## src/rtl/fifo_pkg.sv

```systemverilog
// Shared sizing helpers and constants for the single-port-RAM backed FIFO.
package fifo_pkg;

    localparam int OB_DEPTH = 2;

    typedef logic [1:0] ob_cnt_t;

    // Pointer width: bank address bits plus one wrap bit.
    function automatic int ptr_w(input int depth);
        return $clog2(depth) + 1;
    endfunction

endpackage

```

## src/rtl/fifo_out_buf.sv

```systemverilog
// Two-entry output buffer giving the downstream side a registered valid/ready
// interface. The head word is always presented on m_data.
module fifo_out_buf
    import fifo_pkg::*;
#(
    parameter int DATA_WIDTH = 8
) (
    input  logic                  clk,
    input  logic                  rst_n,
    input  logic                  push,
    input  logic [DATA_WIDTH-1:0] push_data,
    input  logic                  pop,
    output logic                  m_valid,
    output logic [DATA_WIDTH-1:0] m_data,
    output ob_cnt_t               ob_cnt
);

    logic [DATA_WIDTH-1:0] head;
    logic [DATA_WIDTH-1:0] tail;

    always_ff @(posedge clk or negedge rst_n) begin
        if (!rst_n) begin
            ob_cnt <= '0;
            head   <= '0;
            tail   <= '0;
        end else begin
            case ({push, pop})
                2'b10: begin
                    if (ob_cnt == 2'd0) head <= push_data;
                    else                tail <= push_data;
                    ob_cnt <= ob_cnt + 2'd1;
                end
                2'b01: begin
                    head   <= tail;
                    ob_cnt <= ob_cnt - 2'd1;
                end
                2'b11: begin
                    // A pop needs a word present, so ob_cnt is 1 or 2 here.
                    if (ob_cnt == 2'd1) begin
                        head <= push_data;
                    end else begin
                        head <= tail;
                        tail <= push_data;
                    end
                end
                default: ;
            endcase
        end
    end

    assign m_valid = (ob_cnt != 2'd0);
    assign m_data  = head;

endmodule

```

## src/rtl/fifo_spram_ctrl.sv

```systemverilog
// Valid/ready FIFO controller around an external single-port bank: pointers,
// collision tracking, read scheduling into the output buffer and status.
module fifo_spram_ctrl
    import fifo_pkg::*;
#(
    parameter int DATA_WIDTH = 8,
    parameter int FIFO_DEPTH = 16,
    parameter int ADDR_WIDTH = $clog2(FIFO_DEPTH)
) (
    input  logic                  clk,
    input  logic                  rst_n,
    input  logic                  s_valid,
    output logic                  s_ready,
    input  logic [DATA_WIDTH-1:0] s_data,
    output logic                  m_valid,
    input  logic                  m_ready,
    output logic [DATA_WIDTH-1:0] m_data,
    output logic                  bank_wen,
    output logic [ADDR_WIDTH-1:0] bank_waddr,
    output logic [DATA_WIDTH-1:0] bank_wdata,
    output logic                  bank_ren,
    output logic [ADDR_WIDTH-1:0] bank_raddr,
    input  logic [DATA_WIDTH-1:0] bank_rdata,
    output logic [ADDR_WIDTH+1:0] count,
    output logic                  full,
    output logic                  empty
);

    localparam int PTR_W = ptr_w(FIFO_DEPTH);
    typedef logic [PTR_W-1:0] ptr_t;

    ptr_t       wr_ptr;
    ptr_t       rd_ptr;
    ptr_t       mem_cnt;
    logic       pend;
    logic       infl;
    logic       rst_done;
    logic       pop;
    ob_cnt_t    ob_cnt;
    logic [2:0] ob_load;
    logic [2:0] ob_room;

    assign mem_cnt    = wr_ptr - rd_ptr;
    assign full       = (mem_cnt == ptr_t'(FIFO_DEPTH));
    assign s_ready    = ~full & ~pend & rst_done;
    assign bank_wen   = s_valid & s_ready;
    assign bank_waddr = wr_ptr[ADDR_WIDTH-1:0];
    assign bank_wdata = s_data;

    // Only fetch when the buffer can absorb the word once it lands, counting
    // the word already in flight and a pop happening this cycle.
    assign pop        = m_valid & m_ready;
    assign ob_load    = {1'b0, ob_cnt} + {2'b00, infl};
    assign ob_room    = 3'(OB_DEPTH) + {2'b00, pop};
    assign bank_ren   = (mem_cnt != '0) & ~pend & (ob_load < ob_room);
    assign bank_raddr = rd_ptr[ADDR_WIDTH-1:0];

    // pend covers the cycle in which the bank commits a deferred write.
    always_ff @(posedge clk or negedge rst_n) begin
        if (!rst_n) begin
            wr_ptr   <= '0;
            rd_ptr   <= '0;
            pend     <= 1'b0;
            infl     <= 1'b0;
            rst_done <= 1'b0;
        end else begin
            rst_done <= 1'b1;
            pend     <= bank_wen & bank_ren;
            infl     <= bank_ren;
            if (bank_wen) wr_ptr <= wr_ptr + ptr_t'(1);
            if (bank_ren) rd_ptr <= rd_ptr + ptr_t'(1);
        end
    end

    fifo_out_buf #(
        .DATA_WIDTH(DATA_WIDTH)
    ) u_out_buf (
        .clk      (clk),
        .rst_n    (rst_n),
        .push     (infl),
        .push_data(bank_rdata),
        .pop      (pop),
        .m_valid  (m_valid),
        .m_data   (m_data),
        .ob_cnt   (ob_cnt)
    );

    assign count = {1'b0, mem_cnt}
                 + {{(ADDR_WIDTH+1){1'b0}}, infl}
                 + {{ADDR_WIDTH{1'b0}}, ob_cnt};
    assign empty = (count == '0);

endmodule
```

## config.mk

```make
export PLATFORM = sky130hd
export DESIGN_NAME = fifo_spram_ctrl
export DESIGN_NICKNAME = d
export VERILOG_FILES = /design/src/rtl/fifo_pkg.sv /design/src/rtl/fifo_out_buf.sv /design/src/rtl/fifo_spram_ctrl.sv
export SDC_FILE = /design/constraint.sdc
export NUM_CORES = 1
export LEC_CHECK = 0
export CAP_MARGIN = 20
export CELL_PAD_IN_SITES_DETAIL_PLACEMENT = 0
export CELL_PAD_IN_SITES_GLOBAL_PLACEMENT = 1
export CORE_ASPECT_RATIO = 1.75
export CORE_UTILIZATION = 32
export DETAILED_ROUTE_END_ITERATION = 6
export PLACE_DENSITY_LB_ADDON = 0.1
export SYNTH_ARGS = -nofsm -noshare
export SYNTH_HDL_FRONTEND = slang
export SYNTH_SLANG_ARGS = --single-unit
```

## constraint.sdc

```tcl
create_clock -name clk -period 2.8 [get_ports clk]
set_input_delay 0.56 -clock clk [delete_from_list [all_inputs] [get_ports clk]]
set_output_delay 0.56 -clock clk [all_outputs]
set_load 0.005 [all_outputs]
```

==> summary.txt, run 1 <==
Status
  – Status: finished with violations
  – Failing checks: negative setup slack

Layout
  – Diodes inserted: 0
  – Non-Filler Instances: 341
  – Final #Nets: roughly 300
  – FILL cells: roughly 550
  – Final Cell Area: roughly 2900 um^2
  – Layout area overhead: 52.93%
  – Share of layout cells above drive strength 1: 0.4038

Logic synthesis
  – Library cells used by synthesis: 36
  – Post-synth EDFFs: 0
  – Cell accounting for the most synthesized area: dfrtp_1
  – Main synth FF type: dfrtp_1
  – Netlist area before placement: approximately 1900 um^2
  – Yosys top cell area share: 0.4087
  – Seq/Total Area, Yosys: 0.4087
  – Post-synth top cells: dfrtp_1 (31), buf_4 (16), inv_1 (16)
  – Asr flop ratio synth: 1.000
  – Synth Area per Inst: around 10 um^2
  – Synth Instances: around 180
  – Syn nets: 219
  – Synth Warn #: 0
  – Dominant cells by area after synthesis: dfrtp_1 (41%), ha_1 (9.2%), buf_4 (6.3%)
  – Most frequent cell after synthesis: dfrtp_1
  – Synth Register Bits: 31

Floorplanning
  – Die Area: about 6300 um^2
  – Placement row count: 36
  – Die W: roughly 60 um
  – Io pins: 56
  – Chip height: 103.9 um
  – Core Area: about 5600 um^2
  – Starting Density: 0.3371

GRT
  – Vias in the first global route: between 1.5k and 2k
  – Largest net degree at the start of global routing: 32
  – Total congestion overflow: 0
  – Total track usage: 0.1579
  – Initial antenna violation count: 0
  – First-pass GRT wire length: around 7.6 mm

CTS
  – Clock tree buffer depth: 2
  – H-tree levels: 2
  – Sink Count: 31
  – Insertion delay to the later sink of the worst-skew pair: around 280 ps
  – TritonCTS buffer count: 5
  – CTS tree: yes
  – Cts hold-fix bufs: 0
  – CTS root buf: clkbuf_8
  – Clock Pin Slew Worst Setup and Hold Paths: 70 ps

STA
  – Skew final: 4.981 ps
  – Max Fclk: 320.9 MHz
  – Final Hold Fails: 0
  – Final setup viols: 9
  – RSZ-0062 raised after global routing: yes
  – Setup TNS: -1737 ps
  – Final period utilization: 1.113
  – Min Hold Slack: approximately 480 ps
  – Min setup slack post-route: -316.3 ps
  – Tmin final: 3116 ps
  – Final max-slew violation count: 0

Place
  – Placed cell areas: 2537 um^2
  – GPL Wtd Cong: ~0.76
  – HPWL after DPL: 3.466 mm
  – Dpl cells: around 320
  – Input/output buffers: 39

Drt
  – Wire per inst: approximately 13 um
  – Routed wire length: roughly 4.5 mm
  – Starting DRT DRC Count: 49
  – DRC: 0
  – First-pass detailed-route iteration total: 3
  – Vias/cell: 4.680
  – Vias: about 1.6k
  – Final ANT Viol Nets: 0

Setup path
  – Data arrival, critical path: around 2600 ps
  – Startpoint types: flop
  – CP Capture Type: output pin
  – CP max FO: 2
  – CP Data Required Time: 2240 ps
  – Worst Setup Path Type: reg2out

Run
  – Max-cap viol count: 0

Hold path
  – Hold Path Class: reg2reg
==> worst paths after layout <==
check | start | to | slack [ps] | depth (start not counted)
max | wr_ptr[0] | empty | -320 | 11
max reg2reg | rd_ptr[0] | wr_ptr[1] | 360 | 10
min in group asynchronous | rst_n | u_out_buf.tail[7] | 670 | 2
min reg2reg | u_out_buf.m_data[1] | u_out_buf.m_data[1] | 480 | 2
max in group asynchronous | rst_n | wr_ptr[1] | 1830 | 2
min | u_out_buf.m_data[1] | u_out_buf.m_data[1] | 480 | 2
==> cell type report <==
type | count | area, um^2 | area share
clock buffer | 6 | 82.58 | 0.02845
inverter | 16 | 60.06 | 0.02069
timing repair buffer | 92 | 780.7 | 0.2690
multi-input combinational | 118 | 1074 | 0.3698
clock inverter | 2 | 35.03 | 0.01207
sequential | 31 | 775.7 | 0.2672
tap | 76 | 95.09 | 0.03276
==> cells in the final DEF (no fill, tap or decap), drive strengths merged, types with 2 or more instances in the layout <==
| master | Yosys | final |
|---|---|---|
| nor3 | 3 | 3 |
| ha | 14 | 14 |
| buf | 16 | 60 |
| a22oi | 8 | 8 |
| nor2 | 6 | 6 |
| a21o | 2 | 2 |
| a21oi | 5 | 5 |
| nand3 | 5 | 5 |
| and3 | 6 | 6 |
| inv | 16 | 16 |
| fa | 3 | 3 |
| and3b | 2 | 2 |
| xnor2 | 8 | 8 |
| xor2 | 7 | 7 |
| nand2 | 14 | 14 |
| clkbuf | 1 | 6 |
| clkdlybuf4s50 | 0 | 30 |
| dfrtp | 31 | 31 |
| o21ai | 11 | 11 |
| mux2 | 10 | 10 |
==> through the flow <==
step	util	setup slack [ps]
3_5_place_dp	0.4507	-543.9
3_3_place_gp	0.4507	-472.4
5_1_grt	0.5156	-460.5
2_1_floorplan	-	18.90
4_1_cts	0.4967	-359.5
6_report	0.5156	-316.3
==> sequential cells by signal (all words and copies together) (netlist names) <==
name,flops
u_out_buf.m_data,8
u_out_buf.ob_cnt,2
infl,1
pend,1
wr_ptr,5
rst_done,1
rd_ptr,5
u_out_buf.tail,8
==> per-layer routing <==
layer,vias to the layer above,share of wire,track usage
li1,774,-,-
met1,777,0.33,0.1464
met2,37,0.62,0.3046
met3,8,0.044,0.04353
met4,0,0.010,0.05150
met5,-,0,0
==> what timing repair did <==
| item | in CTS | in global routing |
|---|---|---|
| setup buffers | 11 | 6 |
| resized for setup | 37 | 29 |
| setup endpoints to repair | 10 | 18 |
| pin swaps | 12 | 13 |
| cloned | 0 | 0 |
==> cells by family after synthesis <==
| kind of cell | Yosys count | synth area share |
|---|---|---|
| other | 1 | 0.001976 |
| AO/OA/AOI/OAI | 31 | 0.1127 |
| XOR/XNOR | 15 | 0.06922 |
| adder cells (fa/ha/maj) | 17 | 0.1239 |
| AND/OR/NAND/NOR | 44 | 0.1253 |
| flip-flops | 31 | 0.4087 |
| multiplexers | 10 | 0.06130 |
| buffers and inverters | 33 | 0.09690 |
==> worst max-delay path, stage by stage (launching register included) <==
cell,delay [ps]
dfrtp_1,380
inv_2,80
ha_4,130
inv_2,30
fa_1,530
inv_2,60
fa_2,380
buf_6,140
nor3_4,170
a21oi_2,50
nor4b_2,190
buf_2,140
Power of run 1 is not shown: default switching activity piles up to over one toggle a cycle in this logic, so the estimate is an artifact.
==> inputs of run 2 (changes only) <==
- clock period: 2.8 -> 2.7 ns (I/O delays scaled with it)
==> summary.txt, run 2 (synthesis gave the netlist of run 1 again) <==
Layout
  – Non-Filler Instances: 343
  – Diodes inserted: 0
  – Layout area overhead: 55.04%
  – Final #Nets: slightly above 300
  – Share of layout cells above drive strength 1: 0.4270
  – Most frequent cells in the layout: buf_4 (51), dfrtp_1 (31), clkdlybuf4s50_1 (29)
  – FILL cells: 525
  – Commonest non-fill, non-tap cell in the layout: buf_4
  – Final Cell Area: roughly 2900 um^2

STA
  – Final period utilization: 1.129
  – Skew final: slightly below 8 ps
  – Final max-slew violation count: 0
  – RSZ-0062 raised after global routing: yes
  – Final setup viols: 10
  – Min setup slack post-route: -348.3 ps
  – Min Hold Slack: slightly below 500 ps
  – Final Hold Fails: 0
  – Max Fclk: 328.1 MHz
  – Tmin final: 3048 ps

Setup path
  – Reg2reg path depth: 11
  – CP Data Required Time: 2160 ps
  – Worst r2r src: rd_ptr[1]
  – CP max FO: 3
  – R2r setup slk: roughly 130 ps
  – Worst R2R End: wr_ptr[1]
  – CP Capture Type: output pin
  – Startpoint types: flop
  – Worst Setup Path Type: reg2out
  – Data arrival, critical path: around 2500 ps

GRT
  – Total track usage: 0.1549
  – Largest net degree at the start of global routing: 32
  – Vias in the first global route: about 1.7k
  – Total congestion overflow: 0
  – First-pass GRT wire length: about 7.4 mm
  – Initial antenna violation count: 0

CTS
  – Clock tree buffer depth: 2
  – TritonCTS buffer count: 5
  – Sink Count: 31
  – Cts hold-fix bufs: 0
  – CTS root buf: clkbuf_8
  – Insertion delay to the later sink of the worst-skew pair: 280 ps
  – Clock Pin Slew Worst Setup and Hold Paths: ~70 ps
  – H-tree levels: 2
  – CTS tree: yes

Hold path
  – Min-delay src: u_out_buf.m_data[1]
  – Hold Path Depth: 2
  – Hold Path Class: reg2reg
  – Hold Path End: u_out_buf.m_data[1]

Floorplanning
  – Placement row count: 36
  – Die Area: about 6300 um^2
  – Die W: around 60 um
  – Core Area: roughly 5600 um^2
  – Chip height: a little over 100 um
  – Io pins: 56
  – Starting Density: 0.3371

Place
  – HPWL after DPL: roughly 3.5 mm
  – Dpl ws: -485.4 ps
  – Placed cell areas: 2545 um^2
  – Input/output buffers: 39
  – GPL Wtd Cong: roughly 0.76
  – Dpl cells: around 320

Drt
  – DRC: 0
  – Starting DRT DRC Count: 18
  – First-pass detailed-route iteration total: 3
  – Routed wire length: 4.609 mm
  – Final ANT Viol Nets: 0
  – Vias/cell: around 4.7
  – Vias: roughly 1.6k
  – Wire per inst: roughly 13 um

Run
  – Max-cap viol count: 0

Status
  – Status: finished with violations
  – Failing checks: negative setup slack
[run 2: cell count changes in the layout (fill, tap and decap cells not counted), sizes merged]
cell           previous run  this run
clkdlybuf4s50            30        29
clkdlybuf4s15             1         0
bufinv                    1         0
buf                      60        65
[run 2: worst max-delay path, stage by stage, from the launching register on]
cell     delay (ps)
dfrtp_1         390
inv_2            80
ha_4            140
inv_2            30
fa_2            570
inv_2            50
fa_2            390
nor3_4          200
a21oi_2          50
nor4b_2         190
buf_2           140
[run 2: area by class of cell]
type / instances / area [um^2] / share of cell area
Clock buffer: 6 / 82.58 / 0.02806
Sequential cell: 31 / 775.7 / 0.2636
Timing Repair Buffer: 95 / 808.3 / 0.2747
Clock inverter: 1 / 5.005 / 0.001701
Inverter: 16 / 60.06 / 0.02041
Tap cell: 76 / 95.09 / 0.03231
Multi-Input combinational cell: 118 / 1116 / 0.3793
[run 2: metal layers]
metal	vias up	global-route usage	wire length (um)
met5	-	0	0
met4	0	0.04983	72
met3	11	0.03234	169
met2	42	0.2959	2779
met1	770	0.1537	1587
li1	774	-	-
[run 2: worst max-delay path by stage]
stage / from / endpoint / slack, ps / depth (start not counted)
floorplan: wr_ptr[0] / bank_wen / 30 / 8
global placement: wr_ptr[0] / empty / -440 / 10
detailed placement: wr_ptr[0] / empty / -490 / 10
CTS: wr_ptr[0] / empty / -400 / 12
global route: wr_ptr[0] / empty / -450 / 12
finish: wr_ptr[0] / empty / -350 / 10
[run 2: timing repair]
| action | in CTS | in global routing |
|---|---|---|
| endpoints found under the setup margin | 10 | 18 |
| buffers inserted | 11 | 10 |
| pin swaps | 10 | 11 |
| gates resized for setup | 64 | 16 |
[run 2: per-stage QoR]
stage	setup TNS (ps)	utilization
4_1_cts	-2382	0.5020
2_1_floorplan	0	-
6_report	-1800	0.5227
3_3_place_gp	-2757	0.4520
5_1_grt	-2711	0.5227
3_5_place_dp	-3251	0.4520
Power of run 2 is left out for the same reason.
==> inputs of run 3 (changes only) <==
- MAX_ROUTING_LAYER: default -> met4
==> summary.txt, run 3 (synthesis gave the netlist of run 1 again) <==
Place
  – Input/output buffers: 39
  – GPL Wtd Cong: between 0.7 and 0.8
  – Placed cell areas: ~2500 um^2
  – HPWL after DPL: roughly 3.5 mm
  – Dpl cells: 316

STA
  – Final Hold Fails: 0
  – Tmin final: between 3000 and 4000 ps
  – Skew final: about 7.7 ps
  – Final setup viols: 10
  – Final max-slew violation count: 0
  – Max Fclk: 328.0 MHz
  – Final period utilization: 1.129
  – RSZ-0062 raised after global routing: yes
  – Min setup slack post-route: -348.5 ps

Layout
  – Final #Nets: 304
  – Diodes inserted: 0
  – Layout area overhead: 55.04%
  – Area of the multi-input gates: around 1100 um^2
  – Non-Filler Instances: 343
  – Most frequent cells in the layout: buf_4 (51), dfrtp_1 (31), clkdlybuf4s50_1 (29)
  – Commonest non-fill, non-tap cell in the layout: buf_4
  – Share of layout cells above drive strength 1: 0.4270
  – Register area: ~780 um^2
  – FILL cells: 525
  – Final Util: 0.5227
  – Final Cell Area: 2943 um^2

Setup path
  – CP Capture Type: output pin
  – CP Data Required Time: between 2000 and 2500 ps
  – R2r setup slk: between 100 and 150 ps
  – Max incr delay on CP: about 570 ps
  – Critical Path End: empty
  – Crit path depth: 10
  – Worst R2R End: wr_ptr[1]
  – Crit path cell chain: inv_2 -> ha_4 -> inv_2 -> fa_2 -> inv_2 -> fa_2 -> nor3_4 -> a21oi_2 -> nor4b_2 -> buf_2
  – Critical path launch point: wr_ptr[0]
  – Reg2reg path depth: 11
  – Worst r2r src: rd_ptr[1]
  – Worst Setup Path Type: reg2out
  – CP max FO: 3
  – Startpoint types: flop
  – Buffers & Inverters on Critical Path: 4
  – Max stage delay cell, worst path: fa_2
  – Most numerous cell on the critical path: inv_2
  – Crit path max-delay family: adder cells
  – Data arrival, critical path: between 2000 and 3000 ps

Drt
  – Starting DRT DRC Count: 18
  – Vias/cell: approximately 4.7
  – Wire per inst: roughly 13 um
  – Routed wire length: around 4.6 mm
  – Final ANT Viol Nets: 0
  – First-pass detailed-route iteration total: 4
  – Vias: 1601
  – DRC: 0

Hold path
  – Min-delay src: u_out_buf.m_data[1]
  – Hold Path Class: reg2reg

Floorplanning
  – Chip height: about 100 um
  – Core Area: 5630 um^2
  – Io pins: 56
  – Die W: about 60 um
  – Placement row count: 36
  – Starting Density: 0.3371
  – Die Area: between 6000 and 7000 um^2

Status
  – Failing checks: negative setup slack
  – Status: finished with violations

GRT
  – Total track usage: 0.1590
  – Vias in the first global route: ~1.7k
  – Initial antenna violation count: 0
  – Most used routing layer: met2
  – Total congestion overflow: 0
  – Met2 usage: 0.2959
  – Met1 Track Usage GR: 0.1537
  – GR Layer Usage met3: 0.03234
  – First-pass GRT wire length: between 7 and 8 mm
  – Largest net degree at the start of global routing: 32

CTS
  – Sink Count: 31
  – TritonCTS buffer count: 5
  – Clock Pin Slew Worst Setup and Hold Paths: 70 ps
  – CTS tree: yes
  – H-tree levels: 2
  – Insertion delay to the later sink of the worst-skew pair: 280 ps
  – CTS root buf: clkbuf_8
  – Clock tree buffer depth: 2

Run
  – Max-cap viol count: 0
[run 3: worst min-delay path by stage]
stage,to,cells past startpoint
finish,u_out_buf.m_data[1],2
detailed placement,u_out_buf.m_data[1],2
CTS,u_out_buf.m_data[1],2
global placement,u_out_buf.m_data[2],2
global route,wr_ptr[4],1
floorplan,infl,0
[run 3: worst min-delay path, stage by stage (launching register included)]
cell	delay, ps
dfrtp_1	350
nand2_1	50
o21ai_0	60
[run 3: through the flow]
step	hold WS, ps	TNS, ps	setup WS [ps]
after floorplan	244.4	0	28.79
after global placement	467.0	-2757	-443.5
final	484.4	-1802	-348.5
after CTS	487.9	-2382	-400.5
after detailed placement	473.0	-3251	-485.4
after global routing	506.6	-2711	-454.5
[run 3: repair_timing]
action	CTS	global route
pin swaps	10	11
gates cloned	0	0
resized for setup	64	16
hold buffers	0	0
buffers inserted	11	10
endpoints found under the setup margin	10	18
[run 3: metal layers]
layer  wire length (um)  vias to the layer above  share of wire
met2               2771                       42           0.60
met5                  0                        -              0
met4                 74                        0          0.016
met3                168                       11          0.036
met1               1599                      774           0.35
li1                   -                      774              -
[run 3: area by class of cell]
class / count / share of cell area
well taps: 76 / 0.03231
flip-flops and latches: 31 / 0.2636
repair buffers: 95 / 0.2747
clock inverters: 1 / 0.001701
clock buffers: 6 / 0.02806
inverters: 16 / 0.02041
multi-input cells: 118 / 0.3793
Power of run 3 is left out for the same reason.
